$ cat src/rtl/lcd_text_ctrl.sv
// HD44780-class character LCD controller: self-running power-on init, 8- or 4-bit
// bus, valid/ready character and clear requests, cursor tracking with line re-addressing.
module lcd_text_ctrl #(
   parameter int BUS_4BIT  = 0,
   parameter int COLS      = 16,
   parameter int ROWS      = 2,
   parameter int T_POWERON = 750000,
   parameter int T_SETUP   = 2,
   parameter int T_PULSE   = 12,
   parameter int T_NIBBLE  = 50,
   parameter int T_CMD     = 2000,
   parameter int T_LONG    = 205000,
   parameter int T_CLEAR   = 82000
) (
   input  logic       clk,
   input  logic       reset,
   input  logic       init,
   input  logic       req_valid,
   input  logic       req_clear,
   input  logic [7:0] req_data,
   output logic       req_ready,
   output logic       init_done,
   output logic [1:0] cursor_row,
   output logic [5:0] cursor_col,
   output logic [7:0] lcd_db,
   output logic       lcd_e,
   output logic       lcd_rs,
   output logic       lcd_rw
);

   // state    | meaning
   // OFF      | idle after reset, waiting for init
   // PWR_WAIT | power-on settle delay
   // WAKE1..3 | 0x30 wake-up writes, long wait after each
   // SET4     | single 0x2 nibble switching the panel to 4-bit mode
   // FUNC     | function set (0x38 / 0x28)
   // ENTRY    | entry mode 0x06
   // DISP     | display on, cursor off 0x0C
   // CLR      | clear display during init
   // ADDR     | set DDRAM address to the current row base
   // READY    | accepting requests
   // WRITE    | character data write
   // CLR2     | clear requested by the host

   typedef enum logic [3:0] {
      S_OFF, S_PWR_WAIT, S_WAKE1, S_WAKE2, S_WAKE3, S_SET4, S_FUNC,
      S_ENTRY, S_DISP, S_CLR, S_ADDR, S_READY, S_WRITE, S_CLR2
   } state_t;

   // Byte engine phases, orthogonal to the sequencing state above.
   typedef enum logic [2:0] {P_IDLE, P_SETUP, P_PULSE, P_GAP, P_POST} phase_t;

   function automatic int max_t();
      int m;
      m = T_POWERON;
      if (T_SETUP  > m) m = T_SETUP;
      if (T_PULSE  > m) m = T_PULSE;
      if (T_NIBBLE > m) m = T_NIBBLE;
      if (T_CMD    > m) m = T_CMD;
      if (T_LONG   > m) m = T_LONG;
      if (T_CLEAR  > m) m = T_CLEAR;
      return m;
   endfunction

   localparam int CW   = $clog2(max_t() + 1);
   localparam bit BUS4 = (BUS_4BIT != 0);

   function automatic logic [6:0] row_base(input logic [1:0] r);
      case (r)
         2'd0:    return 7'h00;
         2'd1:    return 7'h40;
         2'd2:    return 7'(COLS);
         default: return 7'(64 + COLS);
      endcase
   endfunction

   state_t        state, state_nxt, tgt;
   phase_t        phase, phase_nxt;
   logic [CW-1:0] cnt, cnt_nxt;
   logic [CW-1:0] post_q, post_nxt;
   logic [7:0]    byte_q, byte_nxt;
   logic [7:0]    db_nxt;
   logic          rs_nxt;
   logic          nib_only_q, nib_only_nxt;
   logic          lo_q, lo_nxt;
   logic [1:0]    row_q, row_nxt;
   logic [5:0]    col_q, col_nxt;
   logic          done_q, done_nxt;
   logic          launch, cnt_tc, wrap;
   logic [6:0]    col_inc;

   always_comb begin
      state_nxt    = state;
      phase_nxt    = phase;
      cnt_nxt      = cnt;
      post_nxt     = post_q;
      byte_nxt     = byte_q;
      db_nxt       = lcd_db;
      rs_nxt       = lcd_rs;
      nib_only_nxt = nib_only_q;
      lo_nxt       = lo_q;
      row_nxt      = row_q;
      col_nxt      = col_q;
      launch       = 1'b0;
      tgt          = state;
      cnt_tc       = (cnt == '0);
      col_inc      = {1'b0, col_q} + 7'd1;
      wrap         = (col_inc == 7'(COLS));

      case (phase)
         P_IDLE: begin
            case (state)
               S_OFF: begin
                  if (init) begin
                     state_nxt = S_PWR_WAIT;
                     cnt_nxt   = CW'(T_POWERON - 1);
                  end
               end
               S_PWR_WAIT: begin
                  if (cnt_tc) begin
                     launch = 1'b1;
                     tgt    = S_WAKE1;
                  end else begin
                     cnt_nxt = cnt - CW'(1);
                  end
               end
               S_READY: begin
                  if (req_valid) begin
                     launch = 1'b1;
                     if (req_clear) begin
                        tgt     = S_CLR2;
                        row_nxt = 2'd0;
                        col_nxt = 6'd0;
                     end else begin
                        tgt = S_WRITE;
                     end
                  end
               end
               default: ;
            endcase
         end
         P_SETUP: begin
            if (cnt_tc) begin
               phase_nxt = P_PULSE;
               cnt_nxt   = CW'(T_PULSE - 1);
            end else begin
               cnt_nxt = cnt - CW'(1);
            end
         end
         P_PULSE: begin
            if (cnt_tc) begin
               if (BUS4 && !nib_only_q && !lo_q) begin
                  phase_nxt = P_GAP;
                  cnt_nxt   = CW'(T_NIBBLE - 1);
               end else begin
                  phase_nxt = P_POST;
                  cnt_nxt   = post_q;
               end
            end else begin
               cnt_nxt = cnt - CW'(1);
            end
         end
         P_GAP: begin
            if (cnt_tc) begin
               db_nxt    = {byte_q[3:0], 4'h0};
               lo_nxt    = 1'b1;
               phase_nxt = P_SETUP;
               cnt_nxt   = CW'(T_SETUP - 1);
            end else begin
               cnt_nxt = cnt - CW'(1);
            end
         end
         P_POST: begin
            if (cnt_tc) begin
               phase_nxt = P_IDLE;
               launch    = 1'b1;
               case (state)
                  S_WAKE1: tgt = S_WAKE2;
                  S_WAKE2: tgt = S_WAKE3;
                  S_WAKE3: begin
                     if (BUS4) tgt = S_SET4;
                     else      tgt = S_FUNC;
                  end
                  S_SET4:        tgt = S_FUNC;
                  S_FUNC:        tgt = S_ENTRY;
                  S_ENTRY:       tgt = S_DISP;
                  S_DISP:        tgt = S_CLR;
                  S_CLR, S_CLR2: tgt = S_ADDR;
                  S_WRITE: begin
                     if (wrap) begin
                        col_nxt = 6'd0;
                        row_nxt = (row_q == 2'(ROWS - 1)) ? 2'd0 : row_q + 2'd1;
                        tgt     = S_ADDR;
                     end else begin
                        col_nxt   = col_inc[5:0];
                        launch    = 1'b0;
                        state_nxt = S_READY;
                     end
                  end
                  default: begin
                     launch    = 1'b0;
                     state_nxt = S_READY;
                  end
               endcase
            end else begin
               cnt_nxt = cnt - CW'(1);
            end
         end
         default: phase_nxt = P_IDLE;
      endcase

      // Starting a byte latches it onto the bus in the same edge as the state change.
      if (launch) begin
         state_nxt    = tgt;
         phase_nxt    = P_SETUP;
         cnt_nxt      = CW'(T_SETUP - 1);
         lo_nxt       = 1'b0;
         rs_nxt       = 1'b0;
         nib_only_nxt = 1'b0;
         post_nxt     = CW'(T_CMD - 1);
         case (tgt)
            S_WAKE1, S_WAKE2, S_WAKE3: begin
               byte_nxt     = 8'h30;
               nib_only_nxt = 1'b1;
               post_nxt     = CW'(T_LONG - 1);
            end
            S_SET4: begin
               byte_nxt     = 8'h20;
               nib_only_nxt = 1'b1;
            end
            S_FUNC:  byte_nxt = BUS4 ? 8'h28 : 8'h38;
            S_ENTRY: byte_nxt = 8'h06;
            S_DISP:  byte_nxt = 8'h0C;
            S_CLR, S_CLR2: begin
               byte_nxt = 8'h01;
               post_nxt = CW'(T_CLEAR - 1);
            end
            S_ADDR:  byte_nxt = {1'b1, row_base(row_nxt)};
            S_WRITE: begin
               byte_nxt = req_data;
               rs_nxt   = 1'b1;
            end
            default: byte_nxt = byte_q;
         endcase
         db_nxt = BUS4 ? {byte_nxt[7:4], 4'h0} : byte_nxt;
      end

      done_nxt = done_q | (state_nxt == S_READY);
   end

   always_ff @(posedge clk) begin
      if (reset) begin
         state      <= S_OFF;
         phase      <= P_IDLE;
         cnt        <= '0;
         post_q     <= '0;
         byte_q     <= 8'h00;
         lcd_db     <= 8'h00;
         lcd_rs     <= 1'b0;
         nib_only_q <= 1'b0;
         lo_q       <= 1'b0;
         row_q      <= 2'd0;
         col_q      <= 6'd0;
         done_q     <= 1'b0;
      end else begin
         state      <= state_nxt;
         phase      <= phase_nxt;
         cnt        <= cnt_nxt;
         post_q     <= post_nxt;
         byte_q     <= byte_nxt;
         lcd_db     <= db_nxt;
         lcd_rs     <= rs_nxt;
         nib_only_q <= nib_only_nxt;
         lo_q       <= lo_nxt;
         row_q      <= row_nxt;
         col_q      <= col_nxt;
         done_q     <= done_nxt;
      end
   end

   assign req_ready  = (state == S_READY);
   assign init_done  = done_q;
   assign lcd_e      = (phase == P_PULSE);
   assign lcd_rw     = 1'b0;
   assign cursor_row = row_q;
   assign cursor_col = col_q;

endmodule
$ cat config.mk
export PLATFORM = sky130hd
export DESIGN_NAME = lcd_text_ctrl
export DESIGN_NICKNAME = d
export VERILOG_FILES = /design/src/rtl/lcd_text_ctrl.sv
export SDC_FILE = /design/constraint.sdc
export NUM_CORES = 1
export LEC_CHECK = 0
export CAP_MARGIN = 20
export CORE_MARGIN = 10
export CORE_UTILIZATION = 35
export CTS_CLUSTER_DIAMETER = 80
export DETAILED_ROUTE_END_ITERATION = 10
export GPL_TIMING_DRIVEN = 0
export PLACE_DENSITY = 0.67
export SYNTH_ARGS = -nofsm -noshare
export SYNTH_HDL_FRONTEND = slang
export SYNTH_SLANG_ARGS = --single-unit
$ cat constraint.sdc
create_clock -name clk -period 2.6 [get_ports clk]
set_input_delay 0.26 -clock clk [delete_from_list [all_inputs] [get_ports clk]]
set_output_delay 0.26 -clock clk [all_outputs]
set_load 0.01 [all_outputs]
# --- Word-level counts from Yosys, hierarchy flattened ---
# Cells that the tools add are included.
totals:
  wordCells: 145
  input_bits: 13
  regBits: 73
op_classes:
  n_addsub: 3
  reduce_logical: 21
  mux: 58
  n_eq_ne: 49
  n_bitwise: 2
ops:
  columns: ["operator", "count"]
  rows:
  - ["$mux W20", 5]
  - ["$pmux W20 S5", 1]
  - ["$pmux W8 S8", 1]
  - ["$eq A4 B4 Y1 const B", 11]
  - ["$pmux W20 S2", 1]
  - ["$mux W4", 9]
  - ["$mux W6", 6]
  - ["$pmux W18 S2", 1]
  - ["$eq A4 B3 Y1 const B", 8]
  - ["$pmux W4 S2", 4]
  - ["$pmux W4 S8", 1]
  - ["$mux W8", 3]
  - ["$pmux W7 S3", 1]
  - ["$logic_not A20 Y1", 1]
  - ["$sub A20 B1 Y20 const B", 1]
  - ["$eq A4 B2 Y1 const B", 4]
  - ["$ne A2 B2 Y1 const B", 8]
  - ["$pmux W3 S5", 1]
  - ["$mux W2", 7]
  - ["$mux W3", 4]
  - ["$ne A3 B3 Y1 const B", 4]
  - ["$pmux W6 S2", 1]
  - ["$reduce_and A5 Y1", 2]
  - ["$reduce_or A9 Y1", 1]
  - ["other kinds (29)", 47]

# --- Logic depth before layout (Yosys ltp) ---
logic_depth:
  word_depth: 10
  ltp_mapped: 12
  depth_no_buf: 10

# --- Worst setup path before layout ---
# No wires, ideal clock.
synth_timing:
  kind: "flip-flop to flip-flop"
  startpoint: "register cnt[0]"
  endpoint: "register lcd_db[3]"
  stages_incl_launch_ff: 11
  t_required_ps: 2483
  t_arrival_ps: 2652
  setup_time_ps: 117
  setup_slack_ps: -168
  synth_period_minus_slack_ps: 2768
  cell_sequence: "dfxtp_1 -> inv_1 -> ha_1 -> nor3b_1 -> nand4_1 -> o311ai_1 -> nand3_2 -> a21oi_1 -> nor3b_1 -> o21a_1 -> a31o_2"
synth_between:
  elab_chain_cells: 8
synth_rtl:
  columns: ["item", "line", "rtl"]
  rows:
  - ["from (decl)", "79", "logic [CW-1:0] cnt, cnt_nxt;"]
  - ["from (signal assigned)", "268", "cnt <= cnt_nxt;"]
  - ["$logic_not A20 Y1 (*)", "106", "cnt_tc = (cnt == '0);"]
  - ["$mux W4", "120", "if (cnt_tc) begin"]
  - ["$pmux W4 S2", "112", "case (state)"]
  - ["$pmux W4 S2", "110", "case (phase)"]
  - ["$eq A4 B2 Y1, or another cell as far along", "221", "case (tgt)"]
  - ["$reduce_or A3 Y1 or $reduce_or A2 Y1 (tied branches)", "221", null]
  - ["$pmux W8 S8", "221", null]
  - ["$mux W8", "213", "if (launch) begin"]
  - ["to (signal assigned)", "271", "lcd_db <= db_nxt;"]
  - ["to (decl)", "25", "output logic [7:0] lcd_db,"]
# Every way passes the cells marked *; elsewhere a longest branch is shown, timed or not.
# A chain may end at the register's enable or synchronous reset.

# --- Worst setup path after layout ---
layout_timing:
  startpoint: "register cnt[11]"
  endpoint: "register done_q, in the netlist init_done"
layout_between:
  elab_chain_cells: 7
layout_rtl:
  columns: ["item", "line", "rtl"]
  rows:
  - ["$logic_not A20 Y1 (*)", "106", null]
  - ["$mux W4 or $mux W1 (tied branches)", "120", null]
  - ["$pmux W4 S2 or $pmux W1 S2 (tied branches)", "112", null]
  - ["$pmux W4 S2 or $pmux W1 S2 (tied branches)", "110", null]
  - ["$mux W4 (*)", "213", null]
  - ["$eq A4 B4 Y1 (*)", "248", "done_nxt = done_q | (state_nxt == S_READY);"]
  - ["$or A1 B1 Y1 (*)", "248", null]
  - ["to (signal assigned)", "277", "done_q <= done_nxt;"]
  - ["to (decl)", "88", "logic done_q, done_nxt;"]
# Marks and branches as above.

==> flow_summary.yaml <==
synth:
  yosysWarnings: 0
  syn_inst: 455
  async_reset_ff_frac: 0
  synth_edf_count: 0
  yosysUniqueCellTypes: 74
  ys_ff_latch: 56
  netlist_area_sq_um: 3510
  synth.largest_area_cell: "dfxtp_1"
  yosysTopAreaCellShare: 0.319
  synth_area_leaders: "dfxtp_1 32%, nand2_1 5.7%, a21oi_1 5.4%"
  ys_seq_area_frac: 0.319
  syn-num-nets: 471
  synth-main-ff-cell: "dfxtp_1"
  syn_avg_cell_area_sq_um: 7.71
die:
  io_pins: 34
  dieArea_sq_um: 14400
  start_util: 0.359
  die_x_um: 120
  rows: 36
  die_y_um: 120
  core_area_sq_um: 9770
job:
  maxCapViolations: 0
timing:
  finalCriticalPeriod_ns: 2.82
  fin_ws_ns: -0.215
  skew_ns: 0.0183
  clock.fmax_ghz: 0.355
  hold_violations: 0
  slew_headroom: 0.556
  tightest_slew_ns: 0.666
  whs_ns: 0.454
  setup_viol: 49
  slew_violations: 0
  rsz0062_at_grt: "true"
  finalCritPeriodShare: 1.08
  setup-tns-final_ns: -4.79
worst_setup_path:
  critical_path.max_fanout: 6
  critPathArrivalTime_ns: 3.06
  path_class: "reg -> reg"
  crit_top_cell: "or4_4"
  crit_required_ns: 2.84
  startpoint_type: "register"
  reg2reg_depth: 8
  end_kind: "register"
  critPathBufInv: 0
  cp_cell_sequence: "or4_4 > or4_4 > o32a_1 > o21ai_2 > and2_4 > a211oi_2 > or3_4 > o41ai_2"
  slowest_stage: "or4_4"
  cpPeakStageDelay_ns: 0.57
  path_depth: 8
  crit_family: "simple AND/OR/NAND/NOR gates"
detailed_routing:
  dr.first_iter.drc_count: 283
  drc: 0
  antenna_left: 0
  drt_wl_total_mm: 13.3
  dr.pass1.iters: 5
  wl_per_cell_um: 19.4
  vias: 4153
  via_per_inst: 6.05
pwr:
  ir_drop_mv: 0.281
  leakagePower_nw: 1.95
  power.share.sequential: 0.489
  pwr-share-comb: 0.225
  p_per_area_nw_per_um2: 363
  switching_share: 0.325
  p_clk_frac: 0.285
  power_mw: 1.91
  p_int_mw: 1.29
  switching_power_mw: 0.620
layout:
  final_core_util: 0.539
  area_growth_pct: 50.0
  fin_area_sq_um: 5260
  instances_no_fill: 686
  num_antenna_cells: 0
  layout-drive-gt1-share: 0.344
  final_common_cell: "dfxtp_1"
  layout.nets: 568
  most-common-layout-cells: "51 x dfxtp_1, 45 x nand2_1, 40 x buf_4"
  fill_cells: 846
global_routing:
  grt_pass1_vias: 3936
  grt_max_degree: 21
  grt_first_pass_wirelength_mm: 20.2
  antenna_found_initial: 0
  grt_overflow: 0
  grt_usage: 0.166
place:
  dp.cells: 620
  dpl.hpwl_mm: 8.16
  post_dp_cell_area_sq_um: 4020
  port_buffers: 32
  dp_slack_ns: -0.523
  gp_congestion: 0.982
clocking:
  ctsHtreeMaxLevel: 2
  clockRootBuffer: "clkbuf_8"
  clk_latency_ns: 0.33
  cts_buffers: 5
  cts_tree: "yes"
  cts.sinks: 56
  path_clk_slew_ns: 0.12
  clock_path_buffers: 2
min_path:
  holdPathStages: 2
  hold_class: "reg -> reg"
run_status:
  status: "complete, but fails checks"
  violations: "setup timing"
registers in the layout, indices dropped and copies added, names as in the netlist:
name,flops
cursor_row,2
phase,3
lcd_rs,1
byte_q,4
init_done,1
cursor_col,6
lcd_db,8
cnt,20
state,4
post_q,7
worst min-delay path, stage by stage, from the launching register on:
cell,delay [ns]
dfxtp_1,0.33
nand2_1,0.05
nand2_1,0.04
cell usage after synthesis, types with 3 or more instances:
master	count
a31oi_1	7
xnor2_1	5
nand2b_1	6
dfxtp_1	56
nand4b_1	3
ha_1	3
or2_2	3
nand4_1	7
a21o_1	6
nor2_1	47
a31o_2	7
o21ai_0	36
nand3_1	12
a21oi_1	38
or3_1	7
nor3_1	14
a22oi_1	3
a311oi_1	5
mux2i_1	8
nor4_1	6
nor3b_1	4
buf_2	5
buf_4	4
clkbuf_1	13
o41ai_1	4
a211oi_1	5
nor2b_1	10
and2_1	5
o22ai_1	5
o2111ai_1	3
inv_1	10
nand2_1	53
logic make-up (layout without fill, tap and decap cells):
| group | count (synthesis) | count (layout) | synth area share |
|---|---|---|---|
| and+or+nand+nor | 197 | 197 | 0.294 |
| AOI/OAI and AO/OA | 149 | 149 | 0.286 |
| DFF | 56 | 56 | 0.319 |
| buffers and inverters | 34 | 132 | 0.0446 |
| muxes | 9 | 9 | 0.0292 |
| xor gates and xnor gates | 6 | 6 | 0.0150 |
| adders and majority gates | 3 | 3 | 0.0107 |
| other | 1 | 1 | 0.00107 |
path summary, 6_finish.rpt:
kind	from	endpoint	slack (ns)
hold reg to reg	byte_q[0]$_SDFFE_PP0P_	byte_q[0]$_SDFFE_PP0P_	0.45
setup / recovery	cnt[11]$_SDFFE_PP0P_	init_done$_SDFF_PP0_	-0.22
hold / removal	byte_q[0]$_SDFFE_PP0P_	byte_q[0]$_SDFFE_PP0P_	0.45
setup reg to reg	cnt[11]$_SDFFE_PP0P_	init_done$_SDFF_PP0_	-0.22
timing repair:
item                       CTS  global route
setup endpoints to repair   51            52
hold buffers                 0             0
gates resized for setup     84            89
buffers inserted            42            18
gates cloned                 0             1
pin swaps                   34            29
power groups by stage:
stage          logic, mW  clock network, mW  registers, mW
3_3_place_gp       0.279                  0          0.942
6_report           0.431              0.545          0.935
3_5_place_dp       0.282                  0          0.944
2_1_floorplan      0.202                  0          0.935
5_1_grt            0.462              0.574          0.939
4_1_cts            0.353              0.550          0.928
area by class of cell:
cell class | count | area [sq um] | area share
Clock inverter | 3 | 28.8 | 0.00547
Inverter | 10 | 37.5 | 0.00713
Multi-Input combinational cell | 365 | 2780 | 0.528
Sequential cell | 56 | 1130 | 0.215
Tap cell | 133 | 166 | 0.0316
Timing Repair Buffer | 93 | 887 | 0.169
Buffer | 21 | 165 | 0.0314
Clock buffer | 5 | 68.8 | 0.0131
metal layers:
metal	global-route usage	vias up	part of all wire
li1	-	1890	-
met1	0.207	1990	0.41
met2	0.275	226	0.47
met3	0.0272	47	0.077
met4	0.0784	0	0.041
met5	0	-	0
Power figures use the tool's default switching activity.
